### src/rtl/multdiv_sequencer.sv
// multdiv_sequencer: stalls decode around a mul/div, pulses the multdiv unit and writes its result back.
//
// Ports:
//   clock_i, reset_ni      rising-edge clock, asynchronous active-low reset
//   issue_valid_i          decode stage holds a valid instruction
//   opcode_i, alu_op_i     instruction opcode and R-type ALU op (00110 mul, 00111 div)
//   rd_i                   destination register
//   kill_i                 flush of the in-flight operation
//   md_result_i            multdiv result
//   md_exception_i         multdiv exception, valid with md_ready_i
//   md_ready_i             multdiv result valid
//   ctrl_mult_o/ctrl_div_o one-cycle start pulses
//   stall_o                freeze PC and decode
//   wb_en_o/wb_addr_o/wb_data_o  single-cycle register write-back
//
// Optional: define MULTDIV_TIMEOUT_EN to force an exception write-back after
// TIMEOUT_CYCLES BUSY cycles without md_ready_i.
module multdiv_sequencer #(
    parameter int DATA_W         = 32,
    parameter int REG_W          = 5,
    parameter int TIMEOUT_CYCLES = 40
) (
    input  logic              clock_i,
    input  logic              reset_ni,
    input  logic              issue_valid_i,
    input  logic [4:0]        opcode_i,
    input  logic [4:0]        alu_op_i,
    input  logic [REG_W-1:0]  rd_i,
    input  logic              kill_i,
    input  logic [DATA_W-1:0] md_result_i,
    input  logic              md_exception_i,
    input  logic              md_ready_i,
    output logic              ctrl_mult_o,
    output logic              ctrl_div_o,
    output logic              stall_o,
    output logic              wb_en_o,
    output logic [REG_W-1:0]  wb_addr_o,
    output logic [DATA_W-1:0] wb_data_o
);
    typedef enum logic [1:0] {IDLE, BUSY, WB} state_e;
    state_e              state_q, state_d;
    logic                is_div_q;
    logic [REG_W-1:0]    rd_q;
    logic                ctrl_mult_q, ctrl_div_q, wb_en_q;
    logic [REG_W-1:0]    wb_addr_q;
    logic [DATA_W-1:0]   wb_data_q;
    logic                detect, start, pulse, accept, timeout, finish, exc;

    assign detect = issue_valid_i && opcode_i == 5'b00000 && (alu_op_i == 5'b00110 || alu_op_i == 5'b00111);
    assign start  = state_q == IDLE && detect;
    // the start pulse marks the first BUSY cycle, in which md_ready is ignored
    assign pulse  = ctrl_mult_q | ctrl_div_q;
    assign accept = md_ready_i && !pulse;

`ifdef MULTDIV_TIMEOUT_EN
    localparam int CNT_W = $clog2(TIMEOUT_CYCLES + 1);
    logic [CNT_W-1:0] cnt_q;
    // cnt_q counts completed BUSY cycles, so the last allowed cycle sees TIMEOUT_CYCLES-1
    assign timeout = state_q == BUSY && !accept && cnt_q == CNT_W'(TIMEOUT_CYCLES - 1);
    always_ff @(posedge clock_i or negedge reset_ni) begin
        if (!reset_ni) cnt_q <= '0;
        else           cnt_q <= state_q == BUSY ? cnt_q + CNT_W'(1) : '0;
    end
`else
    // no timeout: BUSY waits for md_ready or kill (constant false)
    assign timeout = TIMEOUT_CYCLES < 0;
`endif

    assign finish = state_q == BUSY && !kill_i && (accept || timeout);
    assign exc    = timeout || md_exception_i;

    always_comb begin
        state_d = state_q == IDLE ? (detect ? BUSY : IDLE) :
                  state_q == BUSY ? (kill_i ? IDLE : finish ? WB : BUSY) : IDLE;
    end

    always_ff @(posedge clock_i or negedge reset_ni) begin
        if (!reset_ni) begin
            state_q     <= IDLE;
            is_div_q    <= 1'b0;
            rd_q        <= '0;
            ctrl_mult_q <= 1'b0;
            ctrl_div_q  <= 1'b0;
            wb_en_q     <= 1'b0;
            wb_addr_q   <= '0;
            wb_data_q   <= '0;
        end else begin
            state_q     <= state_d;
            ctrl_mult_q <= start && !alu_op_i[0];
            ctrl_div_q  <= start && alu_op_i[0];
            if (start) begin
                rd_q     <= rd_i;
                is_div_q <= alu_op_i[0];
            end
            // writes to r0 are dropped unless they carry an exception to r30
            wb_en_q <= finish && (exc || rd_q != '0);
            if (finish) begin
                wb_addr_q <= exc ? REG_W'(30) : rd_q;
                wb_data_q <= exc ? (is_div_q ? DATA_W'(5) : DATA_W'(4)) : md_result_i;
            end
        end
    end

    // stall is combinational in IDLE so the mul/div never leaves decode
    assign stall_o     = reset_ni && (state_q == BUSY || start);
    assign ctrl_mult_o = ctrl_mult_q;
    assign ctrl_div_o  = ctrl_div_q;
    assign wb_en_o     = wb_en_q;
    assign wb_addr_o   = wb_addr_q;
    assign wb_data_o   = wb_data_q;
endmodule

### config.mk
export PLATFORM = sky130hd
export DESIGN_NAME = multdiv_sequencer
export DESIGN_NICKNAME = d
export VERILOG_FILES = /design/src/rtl/multdiv_sequencer.sv
export SDC_FILE = /design/constraint.sdc
export NUM_CORES = 1
export LEC_CHECK = 0
export ABC_CLOCK_PERIOD_IN_PS = 2430
export CORE_UTILIZATION = 41
export DETAILED_ROUTE_END_ITERATION = 8
export PLACE_DENSITY_LB_ADDON = 0.08
export SLEW_MARGIN = 20
export SYNTH_ARGS = -nofsm -noshare
export SYNTH_HDL_FRONTEND = slang
export SYNTH_SLANG_ARGS = --single-unit
### constraint.sdc
create_clock -name clock_i -period 2.43 [get_ports clock_i]
set_clock_uncertainty 0.1 [all_clocks]
set_input_delay 0.243 -clock clock_i [delete_from_list [all_inputs] [get_ports clock_i]]
set_output_delay 0.243 -clock clock_i [all_outputs]
set_load 0.01 [all_outputs]
==> flow_metrics.tcl, run 1 <==
set metrics [dict create \
    synth.avg_cell_area_sq_um 13.3 \
    root_buffer "clkbuf_8" \
    finalSetupViolCount 0 \
    tightestPinTransition_ps 588 \
    holdCritPathClass "reg2reg" \
    track_usage 0.184 \
    post_drt_wl_per_cell_um 13.8 \
    yosysWarnings 0 \
    wl_met3_um 308 \
    viasPerCell 4.70 \
    worst_ep_arrival_time_ps 1890 \
    outcome "complete, no violations" \
    grt_pass1_wl_um 7200 \
    p_leak_uw 0.00151 \
    synth_most_common_cell "dfrtp_1" \
    drv_cap 0 \
    clk_pin_slew_ps 90 \
    hold_viol 0 \
    critPathMaxFanout 2 \
    place_congestion 0.705 \
    drv_slew 0 \
    synth_cells 156 \
    syn-num-nets 209 \
    gr-total-overflow 0 \
    antennaDiodeCount 0 \
    die-height_um 73.2 \
    fin_crit_ps 2230 \
    vdd_drop_max_uv 381 \
    critPathLaunchType "register" \
    htreeDepth 2 \
    crit_type "reg2out" \
    ys_seq_area_frac 0.577 \
    syn_area_sq_mm 0.00208 \
    grt_pass1_vias 1549 \
    postLayoutCoreUtil 0.663 \
    cts_sinks 48 \
    rsz0062_at_grt "no" \
    die_w_um 73.2 \
    critPathCaptureType "primary output" \
    fp-row-count 25 \
    ant_nets 0 \
    crit_path_max_incr_delay_ps 570 \
    drive_gt1_frac 0.215 \
    synth_area_leaders "dfrtp_1 (58%), mux2_2 (19%), nor2b_1 (9.3%)" \
    top_layer "met4" \
    clock_latency_ps 300 \
    drt_iter0_drc 63 \
    max-slew-margin-rel 0.608 \
    synthFlopType "dfrtp_1" \
    dieArea_sq_mm 0.00536 \
    drt-met1-wl_um 1960 \
    cts_buffer_depth 2 \
    via_count 1518 \
    synth_top_area_frac 0.577 \
    initial_core_util 0.432 \
    first_pass_iters 4 \
    post-cts-setup-buffer-count 0 \
    coreArea_sq_mm 0.00482 \
    dr_wl_met2_um 2120 \
    max_freq_mhz 448 \
    cts_tree "done" \
    ys_top_cells_by_count "dfrtp_1 (48), mux2_2 (36), nor2b_1 (31), inv_1 (7), nor2_1 (7)" \
    numCtsBuffers 5 \
    wl_um 4470 \
    ys_seq_elements 48 \
    grt_start_max_net_pins 49 \
    worst_ep_required_time_ps 2090 \
    powerDensity_mw_per_mm2 484 \
    num_io_pins 94 \
    nets 308 \
    port_buffers 93 \
    postSynth.asyncResetShare 1.00 \
    yosysTopAreaCell "dfrtp_1" \
    post-dp-hpwl_um 3140 \
    synth_edf_count 0 \
    critPathSlowestCell "clkdlybuf4s50_1" \
    area_growth_pct 53.5 \
    period_share 0.919 \
    grt_antenna_before_repair 0 \
    finalSetupTns_ps 0 \
    post_synth_num_cell_types 19 \
    path_cells "nor4b_1 > nand3_1 > a21boi_0 > clkdlybuf4s50_1" \
    drc 0 \
]
[flip-flops by register name, summed over array words and instances (netlist names)]
| register | count |
|---|---|
| wb_data_o | 32 |
| rd_q | 5 |
| wb_addr_o | 5 |
| state_q | 2 |
| ctrl_div_o | 1 |
| ctrl_mult_o | 1 |
| is_div_q | 1 |
| wb_en_o | 1 |
[layout make-up]
type	instances	area, sq um
clock buffers	8	90.1
fillers	419	1620
inverters	7	26.3
multi-input cells	93	812
flip-flops and latches	48	1200
well taps	67	83.8
repair buffers	100	981
[cell usage in the layout (no fill, tap or decap), types with 2 or more instances in the layout]
cell type / netlist / routed
buf_4: 0 / 6
nor2_1: 7 / 7
clkdlybuf4s50_1: 0 / 92
nor4b_1: 3 / 2
inv_1: 7 / 7
mux2_4: 3 / 3
clkbuf_1: 4 / 2
mux2_2: 36 / 36
dfrtp_1: 48 / 48
nor2b_1: 31 / 31
mux2i_1: 5 / 5
clkbuf_8: 0 / 6
[cells by family (layout without fill, tap and decap cells)]
kind of cell | after synthesis | after routing | synth area share
compound gates | 3 | 3 | 0.00962
simple gates | 46 | 46 | 0.137
buf+inv | 15 | 115 | 0.0355
flops | 48 | 48 | 0.577
mux | 44 | 44 | 0.241
[through the flow]
| stage | cells | total power [uW] | hold slack [ps] | area, sq um | setup WS [ps] |
|---|---|---|---|---|---|
| 6_report | 323 | 1550 | 405 | 3190 | 197 |
| 5_1_grt | 323 | 1620 | 426 | 3190 | 45.6 |
| 4_1_cts | 323 | 1570 | 411 | 3190 | 164 |
| 3_5_place_dp | 314 | 1080 | 319 | 3090 | 181 |
| 3_3_place_gp | 314 | 1070 | 322 | 3090 | 151 |
| 2_1_floorplan | 156 | 920 | -153 | 2080 | 637 |
[worst paths after layout]
path	slack, ps	start	depth (start not counted)	end
max	200	state_q[0]$_DFF_PN0_	4	stall_o
min	410	wb_data_o[20]$_DFFE_PN0P_	1	wb_data_o[20]$_DFFE_PN0P_
max reg2reg	580	ctrl_div_o$_DFF_PN0_	4	wb_data_o[28]$_DFFE_PN0P_
min reg2reg	410	wb_data_o[20]$_DFFE_PN0P_	1	wb_data_o[20]$_DFFE_PN0P_
max in group asynchronous	1320	reset_ni	3	wb_data_o[28]$_DFFE_PN0P_
min in group asynchronous	500	reset_ni	3	wb_data_o[11]$_DFFE_PN0P_
[where the power goes]
part	internal (uW)	total [uW]	switching, uW
Sequential	824	836	12.3
Clock	232	487	255
Combinational	151	224	73.5
Total	1210	1550	340
[repair_timing]
action / 4_1_cts / 5_1_grt
endpoints found under the setup margin: 0 / 1
hold buffers: 1 / 0
resized for setup: 0 / 1
hold endpoints to repair: 48 / 0
[worst max-delay path, delay by kind of cell, from the launching register on]
kind,cells,cell delay [ps]
compound gates,1,180
simple gates,2,430
buf+inv,1,570
flops,1,400
[layer usage]
layer / GRT usage / vias up
met5: 0 / -
met4: 0.107 / 0
met3: 0.0428 / 10
met2: 0.294 / 56
met1: 0.229 / 737
li1: - / 715
Note: power is estimated with default switching activity, not from simulation.
==> run 2: changes to the inputs <==
Settings changed: HOLD_SLACK_MARGIN set to 0.15.
==> results of run 2 <==
No change in the layout: final DEF, timing and power equal those of run 1.
==> run 3: changes to the inputs <==
Settings changed: TNS_END_PERCENT set to 10.
==> results of run 3 <==
No change in the layout: final DEF, timing and power equal those of run 1.
